--- src/rtl/fir_mac_accumulator_pkg.sv ---
// Shared definitions for the time-multiplexed FIR MAC stage.
// Q-format widths here are also used by the downstream shrink stage.
package fir_mac_accumulator_pkg;

   typedef enum logic [1:0] {
      ST_IDLE  = 2'd0,
      ST_MAC   = 2'd1,
      ST_DRAIN = 2'd2,
      ST_OUT   = 2'd3
   } state_t;

   localparam int DIN_W  = 24;
   localparam int COEF_W = 20;
   localparam int TAPS_N = 8;
   localparam int ACC_W  = 47;

   function automatic int acc_min(input int d, input int c, input int t);
      return d + c + $clog2(t);
   endfunction

endpackage

--- src/rtl/fir_mac_accumulator_mult.sv ---
// Registered signed multiplier, one cycle latency.
// Kept separate so it maps cleanly onto a DSP block.
module fir_mac_accumulator_mult #(
   parameter int A_WIDTH = 24,
   parameter int B_WIDTH = 20
) (
   input  logic                              clk,
   input  logic                              rst,
   input  logic                              en,
   input  logic signed [A_WIDTH-1:0]         a,
   input  logic signed [B_WIDTH-1:0]         b,
   output logic signed [A_WIDTH+B_WIDTH-1:0] p,
   output logic                              p_valid
);

   always_ff @(posedge clk or posedge rst) begin
      if (rst) begin
         p       <= '0;
         p_valid <= 1'b0;
      end else begin
         p_valid <= en;
         if (en) p <= a * b;
      end
   end

endmodule

--- src/rtl/fir_mac_accumulator.sv ---
// Time-multiplexed signed FIR: one multiplier, TAPS MAC cycles per sample,
// full-precision accumulator output with valid/ready handshakes.
module fir_mac_accumulator
   import fir_mac_accumulator_pkg::*;
#(
   parameter int DIN_WIDTH  = DIN_W,
   parameter int COEF_WIDTH = COEF_W,
   parameter int TAPS       = TAPS_N,
   parameter int ACC_WIDTH  = ACC_W
) (
   input  logic                    clk,
   input  logic                    rst,
   input  logic                    in_valid,
   output logic                    in_ready,
   input  logic [DIN_WIDTH-1:0]    in_data,
   input  logic                    coef_we,
   input  logic [$clog2(TAPS)-1:0] coef_addr,
   input  logic [COEF_WIDTH-1:0]   coef_data,
   output logic                    coef_wr_err,
   output logic                    out_valid,
   input  logic                    out_ready,
   output logic [ACC_WIDTH-1:0]    out_data,
   output logic                    busy
);

   localparam int AW = $clog2(TAPS);
   localparam int PW = DIN_WIDTH + COEF_WIDTH;
   localparam logic [AW-1:0] K_LAST = AW'(TAPS - 1);

   if (ACC_WIDTH < acc_min(DIN_WIDTH, COEF_WIDTH, TAPS)) begin : g_bad_acc
      $error("ACC_WIDTH too small for lossless accumulation");
   end
   if (TAPS < 2 || (TAPS & (TAPS - 1)) != 0) begin : g_bad_taps
      $error("TAPS must be a power of 2 and >= 2");
   end

   state_t                       state;
   logic [AW-1:0]                wr_ptr;
   logic [AW-1:0]                k;
   logic [AW-1:0]                rd_idx;
   logic signed [DIN_WIDTH-1:0]  dline [TAPS];
   logic signed [COEF_WIDTH-1:0] coef  [TAPS];
   logic signed [ACC_WIDTH-1:0]  acc;
   logic signed [PW-1:0]         prod;
   logic                         prod_vld;
   logic                         issue;

   // wr_ptr already points past the newest sample while in MAC
   assign rd_idx    = wr_ptr - AW'(1) - k;
   assign issue     = (state == ST_MAC);
   assign in_ready  = (state == ST_IDLE);
   assign out_valid = (state == ST_OUT);
   assign busy      = (state != ST_IDLE);
   assign out_data  = acc;

   fir_mac_accumulator_mult #(
      .A_WIDTH (DIN_WIDTH),
      .B_WIDTH (COEF_WIDTH)
   ) u_mult (
      .clk     (clk),
      .rst     (rst),
      .en      (issue),
      .a       (dline[rd_idx]),
      .b       (coef[k]),
      .p       (prod),
      .p_valid (prod_vld)
   );

   always_ff @(posedge clk or posedge rst) begin
      if (rst) begin
         state       <= ST_IDLE;
         wr_ptr      <= '0;
         k           <= '0;
         acc         <= '0;
         coef_wr_err <= 1'b0;
         for (int i = 0; i < TAPS; i++) begin
            dline[i] <= '0;
            coef[i]  <= '0;
         end
      end else begin
         coef_wr_err <= coef_we && (state != ST_IDLE);
         if (prod_vld) acc <= acc + ACC_WIDTH'(prod);
         unique case (state)
            ST_IDLE: begin
               if (coef_we) coef[coef_addr] <= coef_data;
               if (in_valid) begin
                  dline[wr_ptr] <= in_data;
                  wr_ptr        <= wr_ptr + AW'(1);
                  acc           <= '0;
                  k             <= '0;
                  state         <= ST_MAC;
               end
            end
            ST_MAC: begin
               k <= k + AW'(1);
               if (k == K_LAST) state <= ST_DRAIN;
            end
            ST_DRAIN: state <= ST_OUT;
            ST_OUT: if (out_ready) state <= ST_IDLE;
            default: state <= ST_IDLE;
         endcase
      end
   end

endmodule

--- config.mk ---
export PLATFORM = sky130hd
export DESIGN_NAME = fir_mac_accumulator
export DESIGN_NICKNAME = d
export VERILOG_FILES = /design/src/rtl/fir_mac_accumulator_pkg.sv /design/src/rtl/fir_mac_accumulator_mult.sv /design/src/rtl/fir_mac_accumulator.sv
export SDC_FILE = /design/constraint.sdc
export NUM_CORES = 2
export LEC_CHECK = 0
export CELL_PAD_IN_SITES_DETAIL_PLACEMENT = 1
export CELL_PAD_IN_SITES_GLOBAL_PLACEMENT = 1
export CORE_MARGIN = 1
export CORE_UTILIZATION = 50
export DETAILED_ROUTE_END_ITERATION = 10
export GPL_ROUTABILITY_DRIVEN = 0
export PLACE_DENSITY_LB_ADDON = 0.08
export SLEW_MARGIN = 10
export SYNTH_ARGS = -nofsm -noshare
export SYNTH_HDL_FRONTEND = slang
export SYNTH_SLANG_ARGS = --single-unit
--- constraint.sdc ---
create_clock -name clk -period 21.3 [get_ports clk]
set_clock_uncertainty 0.1 [all_clocks]
set_input_delay 5.325 -clock clk [delete_from_list [all_inputs] [get_ports clk]]
set_output_delay 5.325 -clock clk [all_outputs]
set_load 0.05 [all_outputs]
-- Yosys cells after proc, flatten, opt, wreduce, memory -nomap -nowiden
Cells that the tools add are included.
- register bits: 453
- latch bits: 0
- memory bits (writable): 0
- memory bits (read-only): 0
- input port bits: 52
- output and inout port bits: 51
- word-level logic and storage cells: 77
- memories kept: 0
- add/sub/neg operators: 5
- multiply operators: 1
- div/mod/pow operators: 0
- $lt $le $gt $ge: 6
- equal/unequal tests: 7
- shift operators: 0
- multiplexer cells: 21
- bitwise gates (word level): 4
- reductions and logical operators: 10
- operator list (kind ; number):
    $bwmux W192 ; 1
    $bwmux W160 ; 1
    $mux W47 ; 3
    $bmux W24 S3 ; 1
    $demux W24 S3 ; 1
    $mux W24 ; 3
    $bmux W20 S3 ; 1
    $demux W20 S3 ; 1
    $mux W20 ; 3
    $add A47 B44 Y47 ; 1
    $mul A24 B20 Y44 ; 1
    $ge A4 B4 Y1 const B ; 4
    $not A3 Y4 ; 4
    $lt A4 B1 Y1 const B ; 2
    $pmux W2 S4 ; 1
    $add A3 B1 Y3 const B ; 2
    $mux W2 ; 3
    $pmux W3 S2 ; 1
    $reduce_and A2 Y1 ; 3
    $eq A2 B2 Y1 const B ; 2
    $ne A2 B2 Y1 const B ; 2
    $reduce_bool A2 Y1 ; 2
    $eq A3 B3 Y1 const B ; 1
    $logic_and A1 B1 Y1 ; 3
    other kinds (7) ; 7

-- Longest topological paths before layout
- depth in word-level cells: 7
- mapped depth: 37
- mapped depth without buffers: 33

-- By module
Synthesis repeated with hierarchy kept, for this count alone.
- cell total of the unflattened synthesis: 3612
- area, all modules: 40067.2 um^2
- modules (own cells, without submodules) (module ; instances ; cells an instance ; area an instance (um^2) ; sequential area each (um^2)):
    fir_mac_accumulator ; 1 ; 1516 ; 20611.0 ; 10209.8
    fir_mac_accumulator_mult ; 1 ; 2096 ; 19456.2 ; 1126.1

-- Worst setup path after synthesis
Ideal clock, no wire load.
- kind: register to register
- start: register k[0]
- end: register u_mult.p[41]
- setup time: 0.125 ns
- data arrival time: 9.490 ns
- data required time: 21.075 ns
- slack: 11.585 ns
- stages on the path, launching flop included: 36
- path buffers: 4
- clock period less this slack: 9.715 ns
- path through: dfrtp_1 clkbuf_1 buf_1 inv_1 ha_1 fa_1 xor2_1 xnor2_1 buf_1 mux4_2 mux2i_1 clkbuf_1 nor2_1 fa_1 inv_1 fa_1 inv_1 fa_1 inv_1 fa_1 inv_1 fa_1 inv_1 fa_1 fa_1 inv_1 ha_1 or2_2 a21oi_1 a21oi_1 o21a_1 o41ai_4 nand2b_1 a21oi_2 xnor2_1 mux2_4
- word-level cells in the longest chain between the ends: 6
- elaborated cells on any way between the ends: 10
- those cells by class: add/sub: 1; mul: 1; mux: 6; bitwise: 2
- ends and longest elaborated chain (element ; line ; RTL):
    start, declared ; fir_mac_accumulator.sv:39 ; logic [AW-1:0] k;
    start signal, assigned ; fir_mac_accumulator.sv:95 ; k <= k + AW'(1);
    $sub A3 B3 Y3 ; fir_mac_accumulator.sv:49 ; assign rd_idx = wr_ptr - AW'(1) - k;
    $not A3 Y4 (implied by the code) ; fir_mac_accumulator.sv:63 ; .a (dline[rd_idx]),
    $bmux W24 S3 ; fir_mac_accumulator.sv:63 ;
    $mux W24 (implied by the code) (2 in series) ; fir_mac_accumulator.sv:63 ;
    $mul A24 B20 Y44 * ; fir_mac_accumulator_mult.sv:22 ; if (en) p <= a * b;
    end signal, assigned ; fir_mac_accumulator_mult.sv:22 ;
    end, declared ; fir_mac_accumulator_mult.sv:12 ; output logic signed [A_WIDTH+B_WIDTH-1:0] p,
Mark *: on every way between the ends. The rest lies on a longest branch, timed or not. The select of a mux whose other input is x is not followed.
A chain may end at the register's enable or synchronous reset.

-- Final worst setup path
Same ends and word-level chain as after synthesis.

==> results.txt <==
The worst hold path class is reg -> reg. Among all flip-flop cells after synthesis, the most frequent one is sky130_fd_sc_hd__dfrtp_1. The final core area utilization is 0.563, and the area of the die is 80500 um2.

Clock root buffer: sky130_fd_sc_hd__clkbuf_16. The critical setup path kind was reg -> reg. The multi-input combinational cells in the finished layout cover a total of 25800 um2. STA puts the critical path data required time at 21.74 ns.

Summed over all layers, the global routing overflow is 0. The fraction of layout instances using a drive strength above 1 is 0.200. The portion of synthesized cell area occupied by the leading cell type came out at 0.286.

After clock tree synthesis, the clock-pin slew on the worst setup and hold paths is 0.08 ns. The synthesized-area fraction occupied by xor and xnor cells came out at 0.0196. The number of failing setup endpoints in the final timing report is 0, and the clock tree buffer depth is 3. TritonCTS built the clock tree. The flow ran to the end, and the final reports show no timing, DRC or antenna violations.

The placeable core region came out at 78000 um2. Max-cap violations in this run came to 0. From synthesis to final layout, the design area changed by 10.5%.

The wire length of the first global-routing pass came out at 180000 um. The commonest cells after synthesis are sky130_fd_sc_hd__inv_1, sky130_fd_sc_hd__fa_1, sky130_fd_sc_hd__dfrtp_1. The worst setup path is launched from a register. The run gives 0 as the count of buffers added by post-CTS timing repair for setup. The detailed router finished its first iteration with 1300 violations.

Yosys attributes the largest share of cell area to sky130_fd_sc_hd__dfrtp_1, sky130_fd_sc_hd__fa_1, sky130_fd_sc_hd__mux2_2, sky130_fd_sc_hd__inv_1, sky130_fd_sc_hd__ha_1. Synthesis produced 3585 cells. The post-synth net total was 4300. Summing over every cut layer, the via total after detailed routing is 27000.

The tightest slew margin relative to the limit is 0.141. The arrival time of data at the critical path endpoint was 11.17 ns; the critical-path maximum fanout was 48. The flip-flop and latch count after synthesis came out at 453. The final cycle utilization of the critical path works out to 0.504. The total count of max-transition violations in the final report was 0; the share of synthesized cell area in full adder, half adder and majority cells was 0.302.

The number of nets still failing antenna checks after routing was 0; the remaining design rule violation count was 0. Setup repair after global routing left no endpoint under its margin. The via density per instance works out to 5.71.

The logs give 0 for the count of synthesis-stage warnings from yosys and 0.288 for the global-route total usage across every layer. The async set-reset flop share out of synthesis was 1.00; the hold buffer count at CTS was 0. The run gives 117 as the pin count of the biggest net entering global routing. The number of antenna violations at the first check in global routing was 2. The largest individual stage delay along the critical path comes from the cell sky130_fd_sc_hd__fa_1.

The combinational family with the most area after synthesis is adder cells. The tools report the total clock sinks as 453. The most frequently used cell type in the post-synthesis netlist is sky130_fd_sc_hd__inv_1. The fraction of synthesized area in multiplexers was 0.187. Counting the fill cells in the layout gives 8126. The final critical path time including I/O delays and setup was 10.73 ns; the clock network latency to the later pin of the worst-skew pair was 0.65 ns.

The run gives 93.2 MHz as the maximum clock frequency. The H-tree generated during clock tree synthesis spans 2 levels. The first TritonRoute pass finished after 5 iterations. The final-report hold violation count is 0.

In the final routed layout, each cell accounts on average for 23.7 um. For the final layout net count, the log shows 4361. The area fraction in and, or, nand and nor cells after synthesis works out to 0.0831. The count of standard-cell rows was 102; the count of buffers inserted at the top-level ports was 102. The netlist area before placement was 39700 um2; the vertical die dimension was 284 um. The maximum cell stage delay along the critical path is 0.77 ns. The per-instance average area after synthesis works out to 11.1 um2.

The area fraction in compound gates after synthesis was 0.0525; the via count of the first global-routing pass was 31200. The logs give 0.509 for the effective utilization at floorplan and 79 for the number of distinct library cell variants in the gate-level netlist after synthesis. Registers take 11300 um2.

For the pin with the worst max-slew slack, the measured transition is 1.26 ns. The total half-perimeter wirelength after legalization and detailed placement came out at 83600 um. The largest total area in the synthesized netlist belongs to sky130_fd_sc_hd__dfrtp_1.

Clock tree synthesis inserted a total of 53 buffers. The I/O pin total was 103. For the total wirelength of the detailed-routed design, the log shows 112000 um. In this run, synthesis inferred 0 flip-flops with an integrated enable.

The worst setup path is captured at a register. Proportion of synthesized chip area in sequential cells: 0.286. The total negative setup slack was 0 ns.

The die is 284 um wide. The run gives 0 as the number of instances resized during post-cts repair.
-- area by class of cell --
| class | instances | area share |
|---|---|---|
| antenna | 3 | 0.000171 |
| clock buffer | 75 | 0.0353 |
| clock inverter | 21 | 0.00673 |
| inverter | 583 | 0.0500 |
| multi-input combinational | 2398 | 0.587 |
| sequential | 453 | 0.258 |
| tap | 1040 | 0.0297 |
| timing repair buffer | 157 | 0.0328 |
-- final timing paths --
kind	start	end	slack, ns	cells after the start
worst min-delay path	coef[104]	coef[104]	0.40	1
min in group asynchronous	rst	dline[77]	5.11	2
worst max-delay path	k[0]	u_mult.p[41]	10.57	35
worst max register to register	k[0]	u_mult.p[41]	10.57	35
max in group asynchronous	rst	u_mult.p_valid	13.23	5
worst min register to register	coef[104]	coef[104]	0.40	1
-- state kept, by name (all words and copies together), names as in the netlist --
signal and count:
out_data 47, u_mult.p 44, coef 160, k 3
u_mult.p_valid 1, dline 192, coef_wr_err 1, state 2
wr_ptr 3
-- through the flow --
stage,hold slack [ns],cell area (um2),instances,setup WS (ns)
4_1_cts,0.403,43900,4727,10.42
2_1_floorplan,0.375,39700,3585,3.25
5_1_grt,0.415,43900,4729,9.86
3_3_place_gp,0.382,42000,4631,10.61
3_5_place_dp,0.390,42000,4631,10.39
6_report,0.400,43900,4730,10.57
-- layout by cell type (no fill, tap or decap), types with 62 or more instances in the layout --
master / netlist / routed
sky130_fd_sc_hd__inv_1: 582 / 581
sky130_fd_sc_hd__fa_1: 494 / 493
sky130_fd_sc_hd__dfrtp_1: 453 / 450
sky130_fd_sc_hd__mux2_2: 419 / 419
sky130_fd_sc_hd__nor2_1: 336 / 327
sky130_fd_sc_hd__nand2_1: 251 / 251
sky130_fd_sc_hd__ha_1: 169 / 167
sky130_fd_sc_hd__clkdlybuf4s50_1: 0 / 102
sky130_fd_sc_hd__a21oi_1: 91 / 91
sky130_fd_sc_hd__mux4_2: 88 / 88
sky130_fd_sc_hd__xnor2_1: 63 / 62
-- worst max-delay path: cells and delay by family (launching register included) --
family	cells	cell delay [ns]
AOI/OAI and AO/OA	6	1.09
DFF	1	0.35
and+or+nand+nor	3	0.46
adders and majority gates	10	4.90
buffers and inverters	10	2.39
xor gates and xnor gates	3	0.43
muxes	3	0.83
-- metal layers --
layer	global-route usage	part of all wire	up-vias
met5	0	0	-
met4	0.0996	0.034	0
met3	0.0375	0.046	215
met2	0.493	0.49	652
met1	0.378	0.42	14400
li1	-	-	11800
-- kinds of logic after synthesis --
group / Yosys count
AOI/OAI and AO/OA: 309
muxes: 578
and+or+nand+nor: 759
buffers and inverters: 734
adders and majority gates: 663
DFF: 453
xor gates and xnor gates: 89
Power is not shown: default switching activity piles up to over one toggle a cycle in this logic, so the estimate is an artifact.
